File: src/rtl/symbol_upsampler_pkg.sv
// Shared types and constants for the PAM-4 symbol upsampler front end.
// Holds the sample width, Gray-coded symbol values, FSM states and the level mapper.
package symbol_upsampler_pkg;

  localparam int DATA_W = 32;
  localparam int PH_W   = 4;

  localparam logic [1:0] SYM_M3 = 2'b00;
  localparam logic [1:0] SYM_M1 = 2'b01;
  localparam logic [1:0] SYM_P1 = 2'b11;
  localparam logic [1:0] SYM_P3 = 2'b10;

  typedef enum logic {
    ST_IDLE,
    ST_RUN
  } state_e;

  // Gray code to signed level: adjacent levels differ by one bit.
  function automatic logic signed [DATA_W-1:0] map_symbol(input logic [1:0] sym,
                                                          input int amp);
    logic signed [DATA_W-1:0] a1;
    logic signed [DATA_W-1:0] a3;
    logic signed [DATA_W-1:0] lvl;
    a1 = DATA_W'(amp);
    a3 = (a1 <<< 1) + a1;
    case (sym)
      SYM_M3:  lvl = -a3;
      SYM_M1:  lvl = -a1;
      SYM_P1:  lvl = a1;
      SYM_P3:  lvl = a3;
      default: lvl = '0;
    endcase
    return lvl;
  endfunction

endpackage

File: src/rtl/symbol_upsampler_sym_fifo.sv
// Small synchronous FIFO buffering incoming symbols ahead of the upsampler FSM.
// Push when full and pop when empty are ignored; reset flushes the pointers and count.
module sym_fifo #(
  parameter int WIDTH = 2,
  parameter int DEPTH = 4
) (
  input  logic             clk_i,
  input  logic             rst_ni,
  input  logic             push_i,
  input  logic             pop_i,
  input  logic [WIDTH-1:0] wdata_i,
  output logic [WIDTH-1:0] rdata_o,
  output logic             full_o,
  output logic             empty_o
);

  localparam int AW = $clog2(DEPTH);
  localparam int CW = AW + 1;

  logic [WIDTH-1:0] mem_q [DEPTH];
  logic [AW-1:0]    wr_ptr_q, wr_ptr_d;
  logic [AW-1:0]    rd_ptr_q, rd_ptr_d;
  logic [CW-1:0]    count_q, count_d;
  logic             do_push, do_pop;

  assign full_o  = (count_q == CW'(DEPTH));
  assign empty_o = (count_q == '0);
  assign rdata_o = mem_q[rd_ptr_q];

  assign do_push = push_i && !full_o;
  assign do_pop  = pop_i && !empty_o;

  // Pointers wrap naturally because DEPTH is a power of two.
  always_comb begin
    wr_ptr_d = wr_ptr_q;
    rd_ptr_d = rd_ptr_q;
    count_d  = count_q;
    if (do_push) wr_ptr_d = wr_ptr_q + AW'(1);
    if (do_pop)  rd_ptr_d = rd_ptr_q + AW'(1);
    case ({do_push, do_pop})
      2'b10:   count_d = count_q + CW'(1);
      2'b01:   count_d = count_q - CW'(1);
      default: count_d = count_q;
    endcase
  end

  always_ff @(posedge clk_i or negedge rst_ni) begin
    if (!rst_ni) begin
      wr_ptr_q <= '0;
      rd_ptr_q <= '0;
      count_q  <= '0;
    end else begin
      wr_ptr_q <= wr_ptr_d;
      rd_ptr_q <= rd_ptr_d;
      count_q  <= count_d;
    end
  end

  always_ff @(posedge clk_i) begin
    if (do_push) mem_q[wr_ptr_q] <= wdata_i;
  end

endmodule

File: src/rtl/symbol_upsampler.sv
// PAM-4 symbol upsampler: maps buffered symbols to signed levels and zero-stuffs
// SPS-1 samples per symbol to drive the pulse-shaping FIR input.
module symbol_upsampler
  import symbol_upsampler_pkg::*;
#(
  parameter int SPS        = 4,
  parameter int AMP        = 8192,
  parameter int FIFO_DEPTH = 4
) (
  input  logic              clk_i,
  input  logic              rst_ni,
  input  logic              en_i,
  input  logic              sym_valid_i,
  input  logic [1:0]        sym_data_i,
  output logic              sym_ready_o,
  output logic [DATA_W-1:0] xout_o,
  output logic [DATA_W-1:0] yout_o,
  output logic              sym_strobe_o,
  output logic              underrun_o,
  input  logic              clr_underrun_i
);

  state_e            state_q, state_d;
  logic [PH_W-1:0]   phase_q, phase_d, phase_inc;
  logic [DATA_W-1:0] xout_q, xout_d;
  logic              strobe_q, strobe_d;
  logic              underrun_q, underrun_d;
  logic              underrun_set;

  logic              fifo_push, fifo_pop;
  logic              fifo_full, fifo_empty;
  logic [1:0]        fifo_head;

  assign sym_ready_o = rst_ni && !fifo_full;
  assign fifo_push   = sym_valid_i && sym_ready_o;

  sym_fifo #(
    .WIDTH (2),
    .DEPTH (FIFO_DEPTH)
  ) u_fifo (
    .clk_i   (clk_i),
    .rst_ni  (rst_ni),
    .push_i  (fifo_push),
    .pop_i   (fifo_pop),
    .wdata_i (sym_data_i),
    .rdata_o (fifo_head),
    .full_o  (fifo_full),
    .empty_o (fifo_empty)
  );

  assign phase_inc = (phase_q == PH_W'(SPS - 1)) ? '0 : phase_q + PH_W'(1);

  // A started symbol period always runs to completion; en is only looked at on phase 0.
  always_comb begin
    state_d      = state_q;
    phase_d      = phase_q;
    xout_d       = '0;
    strobe_d     = 1'b0;
    underrun_set = 1'b0;
    fifo_pop     = 1'b0;
    case (state_q)
      ST_IDLE: begin
        if (en_i && !fifo_empty) begin
          xout_d   = map_symbol(fifo_head, AMP);
          fifo_pop = 1'b1;
          strobe_d = 1'b1;
          phase_d  = phase_inc;
          state_d  = ST_RUN;
        end
      end
      ST_RUN: begin
        if (phase_q != '0) begin
          phase_d = phase_inc;
        end else if (!en_i) begin
          state_d = ST_IDLE;
        end else begin
          phase_d = phase_inc;
          if (!fifo_empty) begin
            xout_d   = map_symbol(fifo_head, AMP);
            fifo_pop = 1'b1;
            strobe_d = 1'b1;
          end else begin
            underrun_set = 1'b1;
          end
        end
      end
      default: state_d = ST_IDLE;
    endcase
  end

  assign underrun_d = underrun_set ? 1'b1 : (clr_underrun_i ? 1'b0 : underrun_q);

  always_ff @(posedge clk_i or negedge rst_ni) begin
    if (!rst_ni) begin
      state_q    <= ST_IDLE;
      phase_q    <= '0;
      xout_q     <= '0;
      strobe_q   <= 1'b0;
      underrun_q <= 1'b0;
    end else begin
      state_q    <= state_d;
      phase_q    <= phase_d;
      xout_q     <= xout_d;
      strobe_q   <= strobe_d;
      underrun_q <= underrun_d;
    end
  end

  assign xout_o       = xout_q;
  assign yout_o       = '0;
  assign sym_strobe_o = strobe_q;
  assign underrun_o   = underrun_q;

endmodule
File: config.mk
export PLATFORM = sky130hd
export DESIGN_NAME = symbol_upsampler
export DESIGN_NICKNAME = d
export VERILOG_FILES = /design/src/rtl/symbol_upsampler_pkg.sv /design/src/rtl/symbol_upsampler_sym_fifo.sv /design/src/rtl/symbol_upsampler.sv
export SDC_FILE = /design/constraint.sdc
export NUM_CORES = 1
export LEC_CHECK = 0
export ABC_AREA = 1
export BUFFER_PORTS_ARGS = -buffer_cell sky130_fd_sc_hd__buf_2
export CAP_MARGIN = 40
export CORE_MARGIN = 1
export CORE_UTILIZATION = 45
export CTS_BUF_LIST = sky130_fd_sc_hd__clkbuf_4 sky130_fd_sc_hd__clkbuf_8
export DETAILED_ROUTE_END_ITERATION = 6
export PLACE_DENSITY_LB_ADDON = 0.15
export SYNTH_ARGS = -nofsm -noshare
export SYNTH_HDL_FRONTEND = slang
export SYNTH_SLANG_ARGS = --single-unit
File: constraint.sdc
create_clock -name clk_i -period 1.9 [get_ports clk_i]
set_input_delay 0.38 -clock clk_i [delete_from_list [all_inputs] [get_ports clk_i]]
set_output_delay 0.38 -clock clk_i [all_outputs]
set_load 0.01 [all_outputs]
# ---- Yosys cells after proc, flatten, opt, wreduce, memory -nomap -nowiden
# Memories as Yosys holds them, arrays and structs flattened.
# Cells that the tools add are included.
dict set report classes {
  add_sub_neg 5
  n_mux 28
  eq_ne 9
  n_bitwise 1
  n_reduce_logical 13
}
# op n
set ops {}
lappend ops {{two-way mux 32 bit} 4}
lappend ops {{case mux 32 bit (4 select lines)} 1}
lappend ops {{case mux 32 bit (2 select lines)} 1}
lappend ops {{two-way mux 4 bit} 4}
lappend ops {{two-way mux 1 bit} 14}
lappend ops {{case mux 4 bit (2 select lines)} 1}
lappend ops {{equality test 2 bit, second input constant} 3}
lappend ops {{case mux 3 bit (2 select lines)} 1}
lappend ops {{logical AND 1 bit} 5}
lappend ops {{adder 2 x 1 -> 2 bit, second input constant} 2}
lappend ops {{adder 4 x 1 -> 4 bit, second input constant} 1}
lappend ops {{equality test 2 x 1 -> 1 bit, second input constant} 2}
lappend ops {{equality test 4 x 2 -> 1 bit, second input constant} 1}
lappend ops {{case mux 1 bit (2 select lines)} 2}
lappend ops {{nonzero test 2 bit} 2}
lappend ops {{nonzero test 4 bit} 1}
lappend ops {{adder 3 x 1 -> 3 bit, second input constant} 1}
lappend ops {{equality test 3 bit, second input constant} 1}
lappend ops {{zero test 3 bit} 1}
lappend ops {{!= test 3 x 2 -> 1 bit, second input constant} 1}
lappend ops {{subtractor 3 x 1 -> 3 bit, second input constant} 1}
lappend ops {{zero test 1 bit} 2}
lappend ops {{zero test 2 bit} 1}
lappend ops {{!= test 2 bit, second input constant} 1}
lappend ops {{other kinds (2)} 2}
dict set report totals {
  word_cells 65
  ramBits 8
  inputBits 7
  ff_bits 46
  out_inout_bits 67
  memories 1
}
# memory depth word_bits rd rd_ports_with_merged_regs write_ports line_no
set memory_table {}
lappend memory_table {u_fifo.mem_q 4 2 1 0 1 symbol_upsampler_sym_fifo.sv:20} ;# logic [WIDTH-1:0] mem_q [DEPTH];

# ---- Logic depth before layout (Yosys ltp)
# Gate-level depths: netlist (run 1).
dict set report logic_depth {
  depth_word 8
  depth_mapped 12
  ltp_nobuf 12
}

# ---- Cells and area by module
# Synthesis (run 1) repeated with hierarchy kept, for this count alone.
dict set report hier_totals {
  hier_cells 208
  hier_area_um2 1780.5
}
# mod instances seq_area_each_um2 cells_per_inst area_each_um2
set by_module_without_submodules {}
lappend by_module_without_submodules {symbol_upsampler 1 225.2 124 985.9}
lappend by_module_without_submodules {sym_fifo 1 415.4 84 794.5}

# ---- Least setup slack after synthesis (run 1)
# Ideal clock, no wire load.
dict set report synth_timing {
  kind {reg2reg}
  start {register phase_q[0]}
  end {register u_fifo.count_q[2]}
  path_slack_ns -0.124
  period_less_slack_ns 2.024
  arrival_time_ns 1.944
  setup_time_ns 0.079
  t_required_ns 1.821
  path_stages_with_launch 13
  n_path_buf 0
  cell_sequence {dfrtp_1 inv_1 ha_1 nand2_2 nand2_2 nand2_4 inv_1 ha_1 inv_1 fa_1 or2_2 nand2_1 xor2_1}
}
dict set report synth_between {
  elab_chain_len 6
  elab_cells_between_ends 8
  classes_between {eq/ne: 2; mux: 3; reduce/logical: 3}
}
# item line_no
set synth_lines {}
lappend synth_lines {{start, declared} symbol_upsampler.sv:24} ;# logic [PH_W-1:0] phase_q, phase_d, phase_inc;
lappend synth_lines {{start signal, assigned} symbol_upsampler.sv:102} ;# phase_q <= phase_d;
lappend synth_lines {{nonzero test 4 bit (*)} symbol_upsampler.sv:72} ;# if (phase_q != '0) begin
lappend synth_lines {{two-way mux 1 bit (*)} symbol_upsampler.sv:72}
lappend synth_lines {{case mux 1 bit (2 select lines) (*)} symbol_upsampler.sv:61} ;# case (state_q)
lappend synth_lines {{logical AND 1 bit (*)} symbol_upsampler_sym_fifo.sv:31} ;# assign do_pop = pop_i && !empty_o;
lappend synth_lines {{via u_fifo.do_pop} symbol_upsampler_sym_fifo.sv:24} ;# logic do_push, do_pop;
lappend synth_lines {{equality test 2 x 1 -> 1 bit / equality test 2 bit (equally long branches)} symbol_upsampler_sym_fifo.sv:40} ;# case ({do_push, do_pop})
lappend synth_lines {{case mux 3 bit (2 select lines) / nonzero test 2 bit (equally long branches)} n/a}
lappend synth_lines {{end signal, assigned} symbol_upsampler_sym_fifo.sv:55} ;# count_q <= count_d;
lappend synth_lines {{end, declared} symbol_upsampler_sym_fifo.sv:23} ;# logic [CW-1:0] count_q, count_d;
# Mark *: on every way through the listed nets, which the timed path passes. The rest lies on a longest branch.
# A chain may end at the register's enable or synchronous reset.

# ---- Final worst setup path (run 1)
# Ends and elaborated chain as after synthesis.

==> impl_metrics.py, run 1 <==
metrics = {
    "pwr": {
        "p_leak_nw": 1.02,
        "irDropWorstVdd_v": 0.000858,
        "p_per_area_nw_per_um2": 1400,
        "totalPowerFinal_mw": 2.55,
    },
    "setup_path": {
        "worstPathRequired_ns": 2.09,
        "slowest_stage": "dfrtp_1",
        "arrival_ns": 2.06,
        "crit_type": "flip-flop to flip-flop",
        "crit_path_start_kind": "flip-flop",
        "crit_path_cell_trace": "inv_2, ha_4, nand2_2, nand2_2, nand2_4, inv_4, ha_4, inv_4, fa_2, or2_4, nand2_2, xor2_1",
        "crit_path_end_kind": "flip-flop",
        "slowest_delay_ns": 0.40,
        "critPathMostFrequentCell": "nand2_2",
        "crit_fanout": 3,
    },
    "routing": {
        "ant_nets": 0,
        "drt-wirelength-per-cell_um": 9.03,
        "avgViaCountPerCell": 4.07,
        "wl_um": 2430,
        "drc": 0,
        "via_count": 1095,
        "drtPass1Iterations": 4,
        "drtIter0Drc": 18,
    },
    "synthesis": {
        "synth-xor-area-share_pct": 1.99,
        "synth_cell_types": 27,
        "synthTopCellsByArea": "buf_4, dfrtp_1, edfxtp_1",
        "synth_fa_ha_area_share_pct": 7.55,
        "yosys.area.top_type": "buf_4",
        "syn_area_um2": 1760,
        "synth.area.mux_share_pct": 0,
        "synth_top_family_by_area": "buffers and inverters",
        "synth_simple_gate_area_share_pct": 18.8,
        "avgSynthCellArea_um2": 8.92,
        "synth_seq_cells": 24,
        "yosysTopAreaCellShare_pct": 26.5,
        "syn_inst": 197,
        "synth-compound-area-share_pct": 2.71,
        "synth.yosys.seq_area_share_pct": 36.5,
        "ys.warnings.count": 0,
    },
    "placement": {
        "gp_congestion": 0.812,
        "portBuffers": 28,
        "placedInstanceArea_um2": 1720,
        "dp.cells": 261,
        "hpwl_um": 1950,
    },
    "grt": {
        "grt_max_degree": 18,
        "grt_antenna_before_repair": 0,
        "first_global_vias": 951,
        "grt_overflow": 0,
        "grt_pass1_wl_um": 4080,
        "track_usage_pct": 13.1,
    },
    "finish": {
        "fin_area_um2": 1820,
        "syn_to_final_growth_pct": 3.63,
        "antenna_cells": 0,
        "instances_no_fill": 269,
        "nNetsFinal": 239,
        "drive_above_1_share_pct": 29.4,
    },
    "timing": {
        "setup-violations-final": 0,
        "fmax_ghz": 0.535,
        "hold_slack_ns": 0.0829,
        "finalMaxSlewViolations": 0,
        "fin_crit_ns": 1.87,
        "period_share_pct": 98.3,
        "clock-skew-final_ns": 0.00143,
        "hold_viol": 0,
        "rsz0062_at_grt": "yes",
    },
    "floorplan": {
        "ioPinCount": 74,
        "die-area_um2": 4160,
        "start_util_pct": 47.3,
        "die_y_um": 64.5,
        "fp.dieW_um": 64.5,
        "rows": 22,
        "core_um2": 3720,
    },
    "clock_tree": {
        "clk_latency_ns": 0.26,
        "cts_buffers": 3,
        "h-tree-depth": 1,
        "clk_pin_slew_worst_paths_ns": 0.08,
        "cts-root-buf": "clkbuf_8",
        "cts_tree": "yes",
        "cts.sinks": 24,
        "cts.path.max_buffers": 2,
    },
    "flow_run": {
        "cap_violations": 0,
    },
    "hold_path": {
        "hp-class": "input pin to async pin",
    },
    "run_status": {
        "outcome": "finished clean",
    },
}
[worst paths after layout]
path,endpoint,slack (ns),start,cells after the start
worst max-delay path,u_fifo.count_q[2],0.03,phase_q[0],12
worst min-delay path,u_fifo.wr_ptr_q[0],0.08,rst_ni,2
worst max register to register,u_fifo.count_q[2],0.03,phase_q[0],12
worst min register to register,u_fifo.wr_ptr_q[1],0.55,u_fifo.wr_ptr_q[1],2
max in group asynchronous,underrun_o,1.63,rst_ni,2
min in group clk_i,underrun_o,0.31,clr_underrun_i,2
[stage by stage]
stage                     utilization [%]  setup slack (ns)  setup TNS [ns]
after global placement               46.4            0.0338               0
after global routing                 49.0           -0.0336         -0.0336
final                                49.0            0.0326               0
after detailed placement             46.4           -0.0392         -0.0392
after floorplan                         -           0.00527               0
after CTS                            48.4          -0.00341        -0.00341
[repair_timing]
item	in CTS	in global routing
resized for setup	2	6
hold buffers	0	0
setup endpoints to repair	1	2
setup buffers	3	1
pin swaps	4	1
[cells in the mapped netlist]
library cell	number
inv_1	23
o22a_1	1
nand2_8	1
clkbuf_2	1
xnor2_1	1
nand3_1	11
inv_2	1
nand2_4	4
inv_4	1
edfxtp_1	8
a21oi_1	2
nor2_1	9
or2_2	1
conb_1	1
nand3_2	2
fa_1	1
o22ai_1	1
nor2_4	2
a21boi_1	1
dfrtp_1	16
nand4_1	1
nand2_2	2
buf_4	62
xor2_1	3
o21ai_0	3
nand2_1	29
ha_1	9
[power breakdown]
group          leakage [nW]  internal (mW)  switching [mW]  total [mW]
clock network        0.0231          0.144           0.152       0.296
logic                 0.726          0.604           0.777        1.38
registers             0.271          0.704           0.169       0.873
total                  1.02           1.45            1.10        2.55
[sequential cells by signal (all words and copies together), names as in the netlist]
name and count:
phase_q 4, u_fifo.rd_ptr_q 2, underrun_o 1, u_fifo.mem_q 8, xout_o 2, sym_strobe_o 1
u_fifo.count_q 3, state_q 1, u_fifo.wr_ptr_q 2
[placed cells by master, fill, tap and decap left out, drive strengths merged, types with 8 or more instances in the layout]
cell type,netlist,layout
nor2,11,11
edfxtp,8,8
buf,62,39
dfrtp,16,16
ha,9,9
nand3,13,13
conb,1,45
nand2,36,36
inv,25,25
[metal layers]
metal  wire length, um  vias to the layer above  track usage [%]  share of wire (%)
li1                  -                      545                -                  -
met1              1110                      488             15.5                 46
met2              1140                       57             22.4                 47
met3               126                        5             2.11                5.2
met4                56                        0             7.50                2.3
met5                 0                        -                0                  0
[area by class of cell]
cell class,count,area [um2]
fill,361,1900
multi-input combinational,129,751
sequential,24,641
timing repair buffer,39,223
inverter,25,101
tap,48,60.1
clock buffer,3,41.3
clock inverter,1,3.75
[cell families after synthesis]
| family | after synthesis |
|---|---|
| AOI/OAI and AO/OA | 8 |
| xor gates and xnor gates | 4 |
| adders and majority gates | 10 |
| buffers and inverters | 88 |
| DFF | 24 |
| other | 1 |
| and+or+nand+nor | 62 |
[worst max-delay path, delay by kind of cell (launching register included)]
| family | cells | cell delay, ns |
|---|---|---|
| xor+xnor | 1 | 0.14 |
| fa+ha+maj | 3 | 0.61 |
| buf+inv | 3 | 0.17 |
| flops | 1 | 0.40 |
| simple gates | 5 | 0.49 |
No activity file was read; power rests on OpenSTA's default activity.
==> run 2, diff against run 1 <==
==> constraint.sdc (replaced) <==
create_clock -name clk_i -period 1.9 [get_ports clk_i]
set_input_delay 0.19 -clock clk_i [delete_from_list [all_inputs] [get_ports clk_i]]
set_output_delay 0.19 -clock clk_i [all_outputs]
set_load 0.01 [all_outputs]
==> run 2 against run 1 <==
Against the previous run: clock skew grew 0.0038 ns; worst hold slack better by 0.027 ns; cell count increased by 1.1%; critical path type unchanged; die area did not move; maximum frequency down 1.6%; critical path depth is the same.
==> impl_metrics.py, run 2 (synthesized netlist as in run 1, its figures left out) <==
metrics = {
    "finish": {
        "drive_above_1_share_pct": 29.5,
        "layout_common_cells": "conb_1, nand2_1, buf_2",
        "max_flop_register": "u_fifo.mem_q",
        "syn_to_final_growth_pct": 6.27,
        "layout_commonest_cell": "conb_1",
        "reg_top3": "u_fifo.mem_q x8, phase_q x4, u_fifo.count_q x3",
        "nNetsFinal": 242,
        "fill_cells": 338,
        "instances_no_fill": 272,
        "largest_reg_flops": 8,
        "antenna_cells": 0,
    },
    "grt": {
        "grt_antenna_before_repair": 0,
        "track_usage_pct": 12.9,
        "grt_overflow": 0,
        "first_global_vias": 949,
        "grt_pass1_wl_um": 4130,
        "grt_max_degree": 18,
    },
    "placement": {
        "gp_congestion": 0.830,
        "hpwl_um": 1890,
        "portBuffers": 28,
        "dp.cells": 261,
    },
    "setup_path": {
        "crit_fanout": 2,
        "critPathLaunch": "phase_q[1]",
        "worstPathRequired_ns": 2.10,
        "crit_path_start_kind": "flip-flop",
        "crit_path_end_kind": "flip-flop",
        "crit_type": "flip-flop to flip-flop",
        "rrSetupSlack_ns": 0.002,
        "arrival_ns": 2.10,
        "r2r_cells": 12,
        "crit_path_cell_trace": "inv_1, ha_2, nand2_2, nand2_4, nand2_4, inv_4, ha_4, inv_4, fa_2, or2_4, nand2_2, xor2_1",
        "slowest_delay_ns": 0.39,
        "reg2reg_from": "phase_q[1]",
        "slowest_stage": "dfrtp_1",
    },
    "timing": {
        "setup-violations-final": 0,
        "hold_viol": 0,
        "clock-skew-final_ns": 0.00525,
        "fin_crit_ns": 1.90,
        "period_share_pct": 99.9,
        "final.setup.tns_ns": 0,
        "rsz0062_at_grt": "yes",
        "finalMaxSlewViolations": 0,
        "fmax_ghz": 0.527,
    },
    "hold_path": {
        "hp-class": "input pin to flip-flop",
        "whs_path_depth": 2,
        "min_from": "clr_underrun_i",
    },
    "floorplan": {
        "start_util_pct": 47.3,
        "ioPinCount": 74,
        "core_um2": 3720,
        "die-area_um2": 4160,
        "fp.dieW_um": 64.5,
        "rows": 22,
        "die_y_um": 64.5,
    },
    "routing": {
        "wl_um": 2420,
        "avgViaCountPerCell": 4.13,
        "drt-wirelength-per-cell_um": 8.89,
        "via_count": 1122,
        "drtIter0Drc": 25,
        "ant_nets": 0,
        "drtPass1Iterations": 4,
        "drc": 0,
    },
    "flow_run": {
        "cap_violations": 0,
    },
    "clock_tree": {
        "cts.sinks": 24,
        "h-tree-depth": 1,
        "cts.path.max_buffers": 2,
        "clk_pin_slew_worst_paths_ns": 0.09,
        "cts-root-buf": "clkbuf_8",
        "cts_tree": "yes",
        "cts_buffers": 3,
        "clk_latency_ns": 0.27,
    },
    "run_status": {
        "outcome": "finished clean",
    },
    "pwr": {
        "p_per_area_nw_per_um2": 1440,
        "p_leak_nw": 1.05,
        "irDropWorstVdd_v": 0.000680,
    },
}
==> run 2: stage by stage <==
| stage | worst slack [ns] | hold slack, ns | total power [mW] | cell area [um2] | util (%) |
|---|---|---|---|---|---|
| finish | 0.00209 | 0.110 | 2.70 | 1870 | 50.2 |
| CTS | -0.0113 | 0.106 | 2.67 | 1850 | 49.8 |
| detailed placement | -0.0436 | 0.197 | 2.13 | 1720 | 46.4 |
| floorplan | 0.00527 | -0.106 | 1.95 | 1940 | - |
| global placement | 0.0305 | 0.189 | 2.09 | 1720 | 46.4 |
| global route | -0.0758 | 0.116 | 2.94 | 1870 | 50.2 |
==> run 2: routing by layer <==
metal / track usage (%) / up-vias / share of wire [%]
met5: 0 / - / 0
met4: 5.83 / 0 / 1.9
met3: 2.11 / 5 / 5.7
met2: 22.4 / 59 / 50
met1: 15.7 / 508 / 42
li1: - / 550 / -
==> run 2: worst paths after layout <==
check / end
setup / recovery: u_fifo.count_q[2]
hold reg to reg: underrun_o
hold / removal: underrun_o
setup reg to reg: u_fifo.count_q[2]
min in group asynchronous: u_fifo.count_q[1]
max in group asynchronous: xout_o[30]
==> run 2: final cells by class <==
cell class	instances	area [um2]	share of cell area [%]
multi-input cells	129	746	39.9
clock buffers	3	41.3	2.21
repair buffers	42	248	13.3
well taps	48	60.1	3.22
inverters	25	101	5.43
flip-flops and latches	24	641	34.3
clock inverters	1	30.0	1.61
==> run 2: power by group <==
| part | switching [mW] | internal (mW) | total [mW] |
|---|---|---|---|
| Clock | 0.169 | 0.282 | 0.451 |
| Combinational | 0.766 | 0.608 | 1.37 |
| Sequential | 0.168 | 0.703 | 0.871 |
==> run 2: repair_timing <==
| action | CTS | global route |
|---|---|---|
| hold buffers | 1 | 0 |
| setup endpoints to repair | 1 | 2 |
| setup buffers | 5 | 1 |
| hold endpoints to repair | 16 | 0 |
| resized for setup | 3 | 3 |
| pin swaps | 5 | 2 |
==> run 2: worst max-delay path, delay by kind of cell (launching register included) <==
kind,cells,cell delay (ns)
XOR/XNOR,1,0.13
flip-flops,1,0.39
adder cells (fa/ha/maj),3,0.66
AND/OR/NAND/NOR,5,0.50
buffers and inverters,3,0.14
